## config.mk

```make
export PLATFORM = sky130hd
export DESIGN_NAME = mem_access
export DESIGN_NICKNAME = d
export VERILOG_FILES = /design/src/rtl/mem_access.sv
export SDC_FILE = /design/constraint.sdc
export NUM_CORES = 1
export LEC_CHECK = 0
export BUFFER_PORTS_ARGS = -buffer_cell sky130_fd_sc_hd__buf_2
export CORE_MARGIN = 2
export CORE_UTILIZATION = 44
export DETAILED_ROUTE_END_ITERATION = 12
export GPL_ROUTABILITY_DRIVEN = 0
export PLACE_DENSITY = 0.78
export SLEW_MARGIN = 20
export SYNTH_ARGS = -nofsm -noshare
export SYNTH_HDL_FRONTEND = slang
export SYNTH_SLANG_ARGS = --single-unit
```

## constraint.sdc

```tcl
create_clock -name clk -period 1.9 [get_ports clk]
set_input_delay 0.285 -clock clk [delete_from_list [all_inputs] [get_ports clk]]
set_output_delay 0.285 -clock clk [all_outputs]
set_load 0.1 [all_outputs]
```

## src/rtl/mem_access.sv

```systemverilog
// MEM stage: runs loads/stores on a req/ack data bus, stalls the pipeline while
// an access is outstanding, and produces the write-back triple for MEM/WB.
module mem_access #(
  parameter int TIMEOUT_CYCLES = 16
) (
  input  logic        clk,
  input  logic        rst,
  input  logic [4:0]  mem_wd,
  input  logic        mem_wreg,
  input  logic [31:0] mem_wdata,
  input  logic [3:0]  mem_op,
  input  logic [31:0] mem_addr,
  input  logic [31:0] mem_sdata,
  output logic        bus_req,
  output logic        bus_we,
  output logic [31:0] bus_addr,
  output logic [3:0]  bus_sel,
  output logic [31:0] bus_wdata,
  input  logic [31:0] bus_rdata,
  input  logic        bus_ack,
  output logic [4:0]  wd_o,
  output logic        wreg_o,
  output logic [31:0] wdata_o,
  output logic        stallreq_o,
  output logic        err_o
);

  localparam logic [1:0] IDLE = 2'd0;
  localparam logic [1:0] BUSY = 2'd1;
  localparam logic [1:0] DONE = 2'd2;

  localparam logic [3:0] OP_LB  = 4'd1;
  localparam logic [3:0] OP_LBU = 4'd2;
  localparam logic [3:0] OP_LH  = 4'd3;
  localparam logic [3:0] OP_LHU = 4'd4;
  localparam logic [3:0] OP_LW  = 4'd5;
  localparam logic [3:0] OP_SB  = 4'd6;
  localparam logic [3:0] OP_SH  = 4'd7;
  localparam logic [3:0] OP_SW  = 4'd8;

  localparam int CW = (TIMEOUT_CYCLES > 1) ? $clog2(TIMEOUT_CYCLES) : 1;
  localparam logic [CW-1:0] CNT_LAST = CW'(TIMEOUT_CYCLES - 1);

  logic [1:0]    state_r;
  logic [CW-1:0] cnt_r;
  logic [31:0]   load_data_r;
  logic          tmo_r;

  logic          is_load_s;
  logic          is_store_s;
  logic          misalign_s;
  logic [3:0]    sel_s;
  logic [31:0]   sdata_rep_s;
  logic [7:0]    byte_s;
  logic [15:0]   half_s;
  logic [31:0]   ext_s;

  // Operation decode: lane enables, replicated store data and alignment.
  always_comb begin
    is_load_s   = 1'b0;
    is_store_s  = 1'b0;
    misalign_s  = 1'b0;
    sel_s       = 4'b0000;
    sdata_rep_s = 32'h0000_0000;
    case (mem_op)
      OP_LB, OP_LBU, OP_SB: begin
        sel_s       = 4'b1000 >> mem_addr[1:0];
        sdata_rep_s = {4{mem_sdata[7:0]}};
      end
      OP_LH, OP_LHU, OP_SH: begin
        sel_s       = mem_addr[1] ? 4'b0011 : 4'b1100;
        sdata_rep_s = {2{mem_sdata[15:0]}};
        misalign_s  = mem_addr[0];
      end
      OP_LW, OP_SW: begin
        sel_s       = 4'b1111;
        sdata_rep_s = mem_sdata;
        misalign_s  = (mem_addr[1:0] != 2'b00);
      end
      default: begin
        sel_s       = 4'b0000;
      end
    endcase
    if ((mem_op >= OP_LB) && (mem_op <= OP_LW)) begin
      is_load_s = 1'b1;
    end else begin
      is_load_s = 1'b0;
    end
    if ((mem_op >= OP_SB) && (mem_op <= OP_SW)) begin
      is_store_s = 1'b1;
    end else begin
      is_store_s = 1'b0;
    end
  end

  // Big-endian lane extraction and sign/zero extension of the read data.
  always_comb begin
    byte_s = 8'h00;
    case (mem_addr[1:0])
      2'd0:    byte_s = bus_rdata[31:24];
      2'd1:    byte_s = bus_rdata[23:16];
      2'd2:    byte_s = bus_rdata[15:8];
      2'd3:    byte_s = bus_rdata[7:0];
      default: byte_s = 8'h00;
    endcase
    half_s = mem_addr[1] ? bus_rdata[15:0] : bus_rdata[31:16];
    case (mem_op)
      OP_LB:   ext_s = {{24{byte_s[7]}}, byte_s};
      OP_LBU:  ext_s = {24'h00_0000, byte_s};
      OP_LH:   ext_s = {{16{half_s[15]}}, half_s};
      OP_LHU:  ext_s = {16'h0000, half_s};
      OP_LW:   ext_s = bus_rdata;
      default: ext_s = 32'h0000_0000;
    endcase
  end

  // Access FSM, timeout counter and registered bus request.
  always_ff @(posedge clk) begin
    if (!rst) begin
      state_r     <= IDLE;
      cnt_r       <= '0;
      load_data_r <= 32'h0000_0000;
      tmo_r       <= 1'b0;
      bus_req     <= 1'b0;
      bus_we      <= 1'b0;
      bus_addr    <= 32'h0000_0000;
      bus_sel     <= 4'b0000;
      bus_wdata   <= 32'h0000_0000;
    end else begin
      case (state_r)
        IDLE: begin
          tmo_r <= 1'b0;
          if ((is_load_s || is_store_s) && !misalign_s) begin
            state_r   <= BUSY;
            cnt_r     <= '0;
            bus_req   <= 1'b1;
            bus_we    <= is_store_s;
            bus_addr  <= {mem_addr[31:2], 2'b00};
            bus_sel   <= sel_s;
            bus_wdata <= is_store_s ? sdata_rep_s : 32'h0000_0000;
          end
        end
        BUSY: begin
          if (bus_ack || (cnt_r == CNT_LAST)) begin
            // Leaving BUSY either way releases the bus; only a real ack carries data.
            state_r   <= DONE;
            tmo_r     <= !bus_ack;
            bus_req   <= 1'b0;
            bus_we    <= 1'b0;
            bus_addr  <= 32'h0000_0000;
            bus_sel   <= 4'b0000;
            bus_wdata <= 32'h0000_0000;
            if (bus_ack) begin
              load_data_r <= ext_s;
            end
          end else begin
            cnt_r <= cnt_r + CW'(1);
          end
        end
        DONE: begin
          state_r <= IDLE;
          tmo_r   <= 1'b0;
        end
        default: begin
          state_r <= IDLE;
          tmo_r   <= 1'b0;
        end
      endcase
    end
  end

  // Write-back, stall and error outputs for the current cycle.
  always_comb begin
    wd_o       = 5'd0;
    wreg_o     = 1'b0;
    wdata_o    = 32'h0000_0000;
    stallreq_o = 1'b0;
    err_o      = 1'b0;
    if (!rst) begin
      wd_o = 5'd0;
    end else begin
      wd_o    = mem_wd;
      wdata_o = mem_wdata;
      case (state_r)
        IDLE: begin
          if (!(is_load_s || is_store_s)) begin
            wreg_o = mem_wreg;
          end else if (misalign_s) begin
            err_o = 1'b1;
          end else begin
            stallreq_o = 1'b1;
          end
        end
        BUSY: begin
          stallreq_o = 1'b1;
        end
        DONE: begin
          if (tmo_r) begin
            err_o = 1'b1;
          end else if (is_load_s) begin
            wreg_o  = mem_wreg;
            wdata_o = load_data_r;
          end else begin
            wreg_o = 1'b0;
          end
        end
        default: begin
          stallreq_o = 1'b0;
        end
      endcase
    end
  end

endmodule

```

Yosys cells after proc, flatten, opt, wreduce, memory -nomap -nowiden
Index checks and enable logic that the tools add are counted.
W data, S select, Z words.
- register bits after elaboration: 109
- input bits: 141
- output and inout bits: 110
- word-level logic and storage cells: 99
- $add $sub $neg: 1
- $lt $le $gt $ge: 4
- equality and inequality tests: 17
- shifts and indexed selects: 1
- muxes and demuxes: 48
- reductions and logical operators: 19
- operators with widths (operator ; number):
    $mux W32 ; 8
    $pmux W32 S5 ; 1
    $pmux W32 S2 ; 2
    $pmux W32 S3 ; 1
    $pmux W8 S4 ; 1
    $mux W4 ; 5
    $eq A4 B3 Y1 const B ; 4
    $mux W1 ; 16
    $mux W16 ; 1
    $pmux W4 S2 ; 2
    $pmux W1 S2 ; 6
    $pmux W4 S3 ; 1
    $reduce_and A3 Y1 ; 3
    $eq A4 B2 Y1 const B ; 2
    $eq A4 B4 Y1 const B ; 2
    $eq A2 B2 Y1 const B ; 3
    $ne A2 B2 Y1 const B ; 3
    $reduce_or A3 Y1 ; 2
    $mux W5 ; 1
    $add A4 B1 Y4 const B ; 1
    $eq A2 B1 Y1 const B ; 2
    $eq A4 B1 Y1 const B ; 1
    $ge A4 B1 Y1 const B ; 1
    $ge A4 B3 Y1 const B ; 1
    12 further kinds ; 20

Logic depth before layout (Yosys ltp)
Gate-level depths: netlist of run 1.
- depth in word-level cells: 7
- gate-level depth with buffers: 9

Worst setup path after synthesis of run 1
Ideal clock, no wire load.
- path kind: in2out
- start: input port mem_op[0]
- end: output port wdata_o[10]
- data arrival time: 3.034 ns
- path slack: -1.419 ns
- cell stages on the path: 7
- buffers on the path: 2
- cell sequence: buf_2 -> nor3_1 -> a211o_1 -> nor3_1 -> clkbuf_1 -> nand2_1 -> a21oi_1
- cells in the longest elaborated chain, start to end: 7
- elaborated cells on any way between the ends: 8
- RTL lines (item ; line ; source):
    start: declaration ; 11 ; input logic [3:0] mem_op,
    $ge A4 B1 Y1 or $le A4 B3 Y1 (tied branches) ; 84 ; if ((mem_op >= OP_LB) && (mem_op <= OP_LW)) begin
    $logic_and A1 B1 Y1 * ; 84 ;
    $mux W1 * ; 84 ;
    $mux W32 * ; 200 ; end else if (is_load_s) begin
    $mux W32 * ; 198 ; if (tmo_r) begin
    $mux W32 * ; 184 ; case (state_r)
    $mux W32 * ; 179 ; if (!rst) begin
    end: declaration ; 23 ; output logic [31:0] wdata_o,
Every way passes the cells marked *; elsewhere a longest branch is shown, timed or not.

Worst setup path in the final report of run 1
- start: register tmo_r
- end: output port wdata_o[31]
- cells in the longest elaborated chain, start to end: 3
- RTL lines (item ; line ; source):
    start: declaration ; 47 ; logic tmo_r;
    start signal: assignment ; 147 ; tmo_r <= !bus_ack;
    $mux W32 ; 198 ;
    $mux W32 ; 184 ;
    $mux W32 ; 179 ;
Every way passes these cells.

==> results of run 1 <==
==> worst register-to-register path, delay by kind of cell, from the launching register on <==
kind	cells	cell delay [ns]
buffers and inverters	2	0.38
AND/OR/NAND/NOR	4	0.79
flip-flops	1	0.40
AO/OA/AOI/OAI	1	0.15
==> state kept, by name, indices dropped and copies added, names as in the netlist <==
register and count:
bus_we 1, bus_sel 4, bus_addr 30, state_r 2, cnt_r 4, bus_req 1
tmo_r 1, bus_wdata 32, load_data_r 32
==> synth_stat cells (3+ instances only) <==
| master | count |
|---|---|
| sky130_fd_sc_hd__a22oi_1 | 41 |
| sky130_fd_sc_hd__nand2b_1 | 6 |
| sky130_fd_sc_hd__a2bb2oi_1 | 8 |
| sky130_fd_sc_hd__clkbuf_1 | 37 |
| sky130_fd_sc_hd__and3_1 | 4 |
| sky130_fd_sc_hd__mux2_2 | 17 |
| sky130_fd_sc_hd__and2_1 | 6 |
| sky130_fd_sc_hd__a21o_1 | 18 |
| sky130_fd_sc_hd__a21oi_1 | 69 |
| sky130_fd_sc_hd__nand3_1 | 4 |
| sky130_fd_sc_hd__nor3_1 | 4 |
| sky130_fd_sc_hd__nand2_1 | 110 |
| sky130_fd_sc_hd__buf_6 | 3 |
| sky130_fd_sc_hd__buf_2 | 19 |
| sky130_fd_sc_hd__mux2i_1 | 17 |
| sky130_fd_sc_hd__o21ai_1 | 3 |
| sky130_fd_sc_hd__o21ai_0 | 26 |
| sky130_fd_sc_hd__o22ai_1 | 9 |
| sky130_fd_sc_hd__mux4_2 | 8 |
| sky130_fd_sc_hd__dfxtp_1 | 107 |
| sky130_fd_sc_hd__a31oi_1 | 5 |
| sky130_fd_sc_hd__nor2_1 | 18 |
| sky130_fd_sc_hd__nor2b_1 | 15 |
| sky130_fd_sc_hd__a22o_1 | 64 |
| sky130_fd_sc_hd__o221ai_1 | 7 |
| sky130_fd_sc_hd__buf_1 | 4 |
| sky130_fd_sc_hd__a221o_1 | 9 |
| sky130_fd_sc_hd__buf_4 | 3 |
| sky130_fd_sc_hd__inv_1 | 3 |
==> cell usage in the layout, fill, tap and decap left out, types with 3 or more instances in the layout <==
| master | netlist | final |
|---|---|---|
| sky130_fd_sc_hd__nor2_1 | 18 | 18 |
| sky130_fd_sc_hd__nand2b_1 | 6 | 5 |
| sky130_fd_sc_hd__dfxtp_1 | 107 | 104 |
| sky130_fd_sc_hd__a22o_1 | 64 | 64 |
| sky130_fd_sc_hd__and2_1 | 6 | 6 |
| sky130_fd_sc_hd__mux2i_1 | 17 | 17 |
| sky130_fd_sc_hd__nand3_1 | 4 | 4 |
| sky130_fd_sc_hd__nor3_4 | 0 | 3 |
| sky130_fd_sc_hd__o21ai_1 | 3 | 3 |
| sky130_fd_sc_hd__mux2_2 | 17 | 17 |
| sky130_fd_sc_hd__nor3b_4 | 1 | 3 |
| sky130_fd_sc_hd__a221o_1 | 9 | 9 |
| sky130_fd_sc_hd__a21oi_4 | 0 | 33 |
| sky130_fd_sc_hd__a21oi_1 | 69 | 34 |
| sky130_fd_sc_hd__buf_12 | 0 | 50 |
| sky130_fd_sc_hd__mux4_2 | 8 | 8 |
| sky130_fd_sc_hd__a2bb2oi_1 | 8 | 8 |
| sky130_fd_sc_hd__clkbuf_16 | 0 | 12 |
| sky130_fd_sc_hd__o21ai_0 | 26 | 25 |
| sky130_fd_sc_hd__and3_4 | 0 | 3 |
| sky130_fd_sc_hd__buf_4 | 3 | 49 |
| sky130_fd_sc_hd__nand2_4 | 0 | 30 |
| sky130_fd_sc_hd__nand2_2 | 0 | 23 |
| sky130_fd_sc_hd__nor2b_1 | 15 | 14 |
| sky130_fd_sc_hd__a22oi_1 | 41 | 41 |
| sky130_fd_sc_hd__buf_6 | 3 | 5 |
| sky130_fd_sc_hd__a31oi_1 | 5 | 5 |
| sky130_fd_sc_hd__buf_2 | 19 | 209 |
| sky130_fd_sc_hd__o22ai_1 | 9 | 9 |
| sky130_fd_sc_hd__a21o_1 | 18 | 18 |
| sky130_fd_sc_hd__nand2_1 | 110 | 57 |
| sky130_fd_sc_hd__o221ai_1 | 7 | 7 |
==> power by group through the flow <==
stage | combinational, mW | clock [mW] | sequential (mW)
2_1_floorplan | 1.04 | 0 | 3.04
3_3_place_gp | 2.32 | 0 | 2.44
3_5_place_dp | 2.34 | 0 | 2.44
4_1_cts | 2.38 | 1.95 | 2.39
5_1_grt | 2.55 | 2.05 | 2.40
6_report | 2.45 | 1.94 | 2.39
==> final cells by class <==
cell class                      count  area (um^2)  area share (%)
Tap cell                          176          220            2.34
Inverter                            3         12.5           0.133
Multi-Input combinational cell    501         4140            44.0
Clock buffer                       11          243            2.58
Clock inverter                      5         67.6           0.718
Sequential cell                   107         2150            22.8
Timing Repair Buffer              318         2580            27.4
==> per-layer routing <==
layer,wire (um),vias to the layer above
met5,0,-
met4,659,0
li1,-,3055
met2,10300,372
met3,1810,64
met1,8170,3123
==> per-stage QoR <==
stage | setup slack [ns] | total power [mW] | setup TNS, ns | hold WS (ns) | area, um^2
finish | -0.190 | 6.78 | -5.34 | 0.152 | 9400
global route | -0.253 | 7.00 | -7.39 | 0.147 | 9400
CTS | -0.168 | 6.72 | -4.53 | 0.143 | 9090
detailed placement | -0.214 | 4.78 | -12.60 | 0.439 | 8610
floorplan | -0.210 | 4.09 | -6.56 | 0.364 | 6400
global placement | -0.132 | 4.75 | -10.00 | 0.429 | 8610
==> cell families (layout without fill, tap and decap cells) <==
logic type                 Yosys count  in the layout
AOI/OAI and AO/OA                  272            272
and+or+nand+nor                    182            182
muxes                               42             42
DFF                                107            107
buffers and inverters               69            337
adders and majority gates            1              1
xor gates and xnor gates             2              2
other                                1              2
==> path summary, 6_finish.rpt <==
kind	cells after the start	to	slack [ns]	start
max	7	wdata_o[31]	-0.19	tmo_r$_SDFFE_PN0P_
min	2	bus_addr[16]$_SDFFE_PN0P_	0.15	mem_addr[16]
max reg2reg	7	load_data_r[7]$_SDFFE_PN0P_	0.12	state_r[0]$_SDFFE_PN0P_
min reg2reg	1	bus_req$_SDFFE_PN0P_	0.46	bus_req$_SDFFE_PN0P_
==> what timing repair did <==
action | 4_1_cts | 5_1_grt
cloned | 1 | 4
pin swaps | 12 | 43
endpoints found under the setup margin | 43 | 43
setup buffers | 2 | 4
resized for setup | 43 | 54
==> metrics.md, run 1 <==
| Metric | Value |
|---|---|
| Fmax | `between 400 and 500 MHz` |
| FF+latch count, synth | `approximately 110` |
| Ys flop type | `sky130_fd_sc_hd__dfxtp_1` |
| Simple logic cell fraction of the synthesized area | `about 15%` |
| Worst slew margin | `53.1%` |
| Final slew viol count | `0` |
| Cell total after placement | `roughly 1100` |
| Worst min-delay path category | `input port to flip-flop` |
| Multiplexer share of the synthesized area | `under 10%` |
| Post-route worst setup slack | `-0.190 ns` |
| Via-per-instance ratio | `approximately 6` |
| Final Skew | `0.00678 ns` |
| Detailed placer's ending HPWL | `14300 um` |
| Switch share | `between 30% and 40%` |
| Number of hold-slack violations in the final timing report | `0` |
| Worst vdd rail ir drop | `around 0.0005 V` |
| Max cap viols | `0` |
| Routed Wire Length | `21000 um` |
| Overall die height | `approximately 120 um` |
| Ranking of synthesized cells by area | `sky130_fd_sc_hd__dfxtp_1 (37%), sky130_fd_sc_hd__a22o_1 (9.6%), sky130_fd_sc_hd__nand2_1 (7.1%), sky130_fd_sc_hd__a21oi_1 (5.9%), sky130_fd_sc_hd__a22oi_1 (5.3%)` |
| Data arrival time of the worst path | `between 1.5 and 2 ns` |
| Cell type with the highest aggregate area in the netlist | `sky130_fd_sc_hd__dfxtp_1` |
| CP Cell Sequence | `nand2b_4 -> nor3_4 -> buf_6 -> buf_6 -> nand2_1 -> a21oi_4 -> buf_12` |
| Number of global-route vias before repair | `roughly 6200` |
| Vias | `between 6000 and 7000` |
| Remaining antenna violation count after routing | `0` |
| FP Rows | `42` |
| FFs w/ async S/R, synth | `0%` |
| Period Utilization, post-route | `110%` |
| Transition at the pin with the smallest max-transition slack | `between 0.6 and 0.7 ns` |
| Reg power frac | `about a third` |
| Port-buffer cells | `about 250` |
| Skew-Pair Late Insertion Delay | `approximately 0.34 ns` |
| Unrepaired setup endpoints after global routing | `true` |
| Min Tclk post-route | `about 2.1 ns` |
| Routed length per instance | `between 15 and 20 um` |
| Run status | `finished, violations left` |
| Share of the core filled with cells in the final layout | `between 70% and 80%` |
| Category of the worst setup path launch point | `flip-flop` |
| Number of buffers inserted for hold repair after clock tree synthesis | `0` |
| Met2 track utilization from global routing | `between 40% and 50%` |
| Slowest cell on the critical path | `sky130_fd_sc_hd__dfxtp_2` |
| Clk Tree Root Cell | `sky130_fd_sc_hd__clkbuf_16` |
| Area inside the core boundary | `between 0.01 and 0.015 mm^2` |
| Internal portion of total power | `around 4.2 mW` |
| Leakage power of the design | `between 4 and 5 nW` |
| Overflow after GRT | `0` |
| Proportion of netlist area held by the largest area contributor | `between 30% and 40%` |
| Clock network fraction of total power | `roughly 29%` |
| Largest net degree at the start of global routing | `40` |
| Xor/xnor cell area share of the yosys netlist | `0.301%` |
| Post-Synthesis Cell Area | `approximately 0.0058 mm^2` |
| Total buffers and inverters traversed by the critical path | `3` |
| Critical-path maximum fanout | `12` |
| Cells after Synth | `~680` |
| Most used routing layer in global routing | `met2` |
| Clock tree from TritonCTS | `built` |
| Arithmetic-cell share of the synthesized area counting full adders, half adders and majority gates | `less than 1%` |
| Family with the most delay on the worst path | `buffers and inverters` |
| Die X | `around 120 um` |
| Failing checks | `negative setup slack` |
| Io pins | `251` |
| Combinational power share | `between 30% and 40%` |
| Final count of negative-setup-slack endpoints | `33` |
| GRT Resource Usage Total | `a little over a quarter` |
| Initial Util | `approximately 44%` |
| H-tree depth | `3` |
| Sw power | `roughly 2.6 mW` |
| Global-route wire length before repair | `31600 um` |
| Sequential share of the synthesized area | `around 37%` |
| Final-stage net count | `around 1100` |
| Cell area power density | `just over 700 mW/mm^2` |
| Critical path start-end classification | `flip-flop to primary output` |
| Synth Area per Inst | `roughly 8.6 um^2` |
| Met3 global-route usage | `between 4 and 5%` |
| Number of antenna diodes | `0` |
| TritonCTS buffer count | `9` |
| Complex-gate fraction of the synthesized area | `between 30 and 40%` |
| Clock Pin Slew Worst Setup and Hold Paths | `~0.07 ns` |
| Post-route DRC | `0` |
| Count of routing violations after the opening detailed-route iteration | `490` |
| Antenna violations before repair | `0` |
| Met1 routing resource usage after global routing | `34.2%` |
| CP required | `about 1.6 ns` |
| Maximum number of buffers from clock root to sink | `2` |
| Count of unique library cells instantiated by Yosys | `54` |
| Combinational family with the most area after synthesis | `compound AO/OA/AOI/OAI gates` |
| Most numerous cell on the critical path | `sky130_fd_sc_hd__buf_6` |
| TritonRoute pass-1 iters | `7` |
| Maximum cell stage delay along the critical path | `roughly 0.33 ns` |
| Crit path capture type | `primary output` |
| TritonCTS sink count | `between 100 and 150` |
| Number of flops mapped to enable cells by yosys | `0` |
| YS warnings | `0` |
| Area added between synthesis and finish | `61.5%` |
| Total Die Area | `around 0.014 mm^2` |
| Fraction of layout cells with a size suffix above 1 | `49.7%` |
| Filler Cells Inserted | `902` |
| Final Instance Count excl. Fillers | `1121` |
Power figures use the tool's default switching activity.
==> inputs of run 2 (changes only) <==
Settings changed: PLACE_DENSITY 0.78 to 0.81, REMOVE_ABC_BUFFERS from default to 1, SETUP_SLACK_MARGIN from default to 0.1.
==> run 2 against run 1 <==
The flow still finishes with violations (negative setup slack). First-iteration DRC count increased by 57%. Final cell count grew 0.80%. Final area shrank 2.3%. Die area unchanged. Utilization is 1.7 points lower. Worst setup slack lost 0.060 ns. Critical endpoint is now wdata_o[28].
==> metrics.md, run 2 (synthesis results as in run 1) <==
| Metric | Value |
|---|---|
| Detailed placer's ending HPWL | `about 14000 um` |
| Largest net degree at the start of global routing | `34` |
| Min Tclk post-route | `about 2.1 ns` |
| Final count of negative-setup-slack endpoints | `33` |
| CP Cell Sequence | `nand2b_4 -> nor3_4 -> buf_6 -> clkbuf_16 -> nand2_1 -> a21oi_2 -> buf_12` |
| Number of global-route vias before repair | `a little over 6000` |
| Routed length per instance | `between 15 and 20 um` |
| Critical-path maximum fanout | `8` |
| Category of the worst setup path launch point | `flip-flop` |
| Leakage power of the design | `between 4 and 5 nW` |
| Initial Util | `~44%` |
| Skew-Pair Late Insertion Delay | `0.36 ns` |
| Worst min-delay path category | `input port to flip-flop` |
| Clock Pin Slew Worst Setup and Hold Paths | `roughly 0.080 ns` |
| TritonRoute pass-1 iters | `6` |
| Io pins | `251` |
| Critical path start-end classification | `flip-flop to primary output` |
| Post-route DRC | `0` |
| Cell total after placement | `between 1000 and 1500` |
| Total Die Area | `about 0.014 mm^2` |
| Number of antenna diodes | `0` |
| Cell area power density | `approximately 730 mW/mm^2` |
| Area added between synthesis and finish | `57.8%` |
| Unrepaired setup endpoints after global routing | `true` |
| Final Instance Count excl. Fillers | `~1100` |
| Share of the core filled with cells in the final layout | `70.2%` |
| Worst vdd rail ir drop | `~0.00055 V` |
| Antenna violations before repair | `0` |
| H-tree depth | `3` |
| TritonCTS buffer count | `9` |
| Vias | `~6800` |
| Final Skew | `roughly 0.010 ns` |
| Routed Wire Length | `roughly 22000 um` |
| FP Rows | `between 40 and 50` |
| Failing checks | `negative setup slack` |
| Run status | `finished, violations left` |
| Global-route wire length before repair | `approximately 32000 um` |
| Commonest cells after routing, fill and taps aside | `sky130_fd_sc_hd__buf_2 (210), sky130_fd_sc_hd__dfxtp_1 (104), sky130_fd_sc_hd__nand2_1 (87)` |
| Maximum number of buffers from clock root to sink | `2` |
| Area inside the core boundary | `around 0.013 mm^2` |
| Post-Layout Inst Area | `0.00919 mm^2` |
| Number of hold-slack violations in the final timing report | `0` |
| Power Total | `about 6.7 mW` |
| Post-route worst setup slack | `-0.250 ns` |
| Overall die height | `approximately 120 um` |
| Data arrival time of the worst path | `1.86 ns` |
| Die X | `between 100 and 150 um` |
| Overflow after GRT | `0` |
| Number of buffers inserted for hold repair after clock tree synthesis | `0` |
| Worst setup slack before clock tree synthesis | `-0.288 ns` |
| Remaining antenna violation count after routing | `0` |
| Worst slew margin | `24.7%` |
| TNS Setup | `-7.12 ns` |
| Total buffers and inverters traversed by the critical path | `3` |
| Hold_ws | `0.132 ns` |
| Count of routing violations after the opening detailed-route iteration | `~770` |
| Fraction of layout cells with a size suffix above 1 | `approximately 48%` |
| Final-stage net count | `1091` |
| Clock tree from TritonCTS | `built` |
| Slowest cell on the critical path | `sky130_fd_sc_hd__dfxtp_2` |
| TritonCTS sink count | `107` |
| Final slew viol count | `0` |
| Via-per-instance ratio | `between 5 and 6` |
| Largest regs | `bus_wdata x32, load_data_r x32, bus_addr x30` |
| Area after DPL | `between 0.008 and 0.009 mm^2` |
| Crit path capture type | `primary output` |
| Max cap viols | `0` |
| Clk Tree Root Cell | `sky130_fd_sc_hd__clkbuf_16` |
| GRT Resource Usage Total | `27.5%` |
| Port-buffer cells | `248` |
| Family with the most delay on the worst path | `buffers and inverters` |
| Maximum cell stage delay along the critical path | `0.34 ns` |
| Most common cell after layout, fill and taps aside | `sky130_fd_sc_hd__buf_2` |
| Period Utilization, post-route | `113%` |
| CP required | `around 1.6 ns` |
| Fmax | `roughly 470 MHz` |
| Transition at the pin with the smallest max-transition slack | `between 1 and 1.5 ns` |
-- run 2: changes by cell type in the layout (fill, tap and decap cells not counted), sizes merged --
cell,delta
inv,+3
clkbuf,-4
bufbuf,+1
bufinv,-1
buf,+10
-- run 2: cell type report --
type                       instances  area [um^2]
multi-input combinational        501         3850
fill                             913         3900
clock inverter                     7         70.1
clock buffer                       9          225
inverter                           3         11.3
sequential                       107         2150
timing repair buffer             327         2660
tap                              176          220
-- run 2: power breakdown --
part | internal [mW] | total, mW | switching, mW
clock | 0.930 | 1.87 | 0.945
combinational | 0.780 | 2.45 | 1.67
sequential | 2.34 | 2.39 | 0.0527
-- run 2: path summary, 6_finish.rpt --
| path | start | to | slack, ns | depth (start not counted) |
|---|---|---|---|---|
| worst min register to register | load_data_r[16]$_SDFFE_PN0P_ | load_data_r[16]$_SDFFE_PN0P_ | 0.46 | 1 |
| worst max-delay path | tmo_r$_SDFFE_PN0P_ | wdata_o[28] | -0.25 | 7 |
| worst min-delay path | mem_addr[10] | bus_addr[10]$_SDFFE_PN0P_ | 0.13 | 2 |
| worst max register to register | state_r[0]$_SDFFE_PN0P_ | load_data_r[1]$_SDFFE_PN0P_ | 0.04 | 5 |
-- run 2: timing repair --
| item | 4_1_cts | 5_1_grt |
|---|---|---|
| gates resized for setup | 95 | 43 |
| cloned | 4 | 1 |
| buffers inserted | 13 | 11 |
| pin swaps | 25 | 29 |
| endpoints found under the setup margin | 45 | 84 |
-- run 2: per-layer routing --
metal	GRT usage (%)	share of wire, %
met1	34.4	39
met2	45.8	49
met3	5.56	8.5
met4	12.4	4.1
met5	0	0
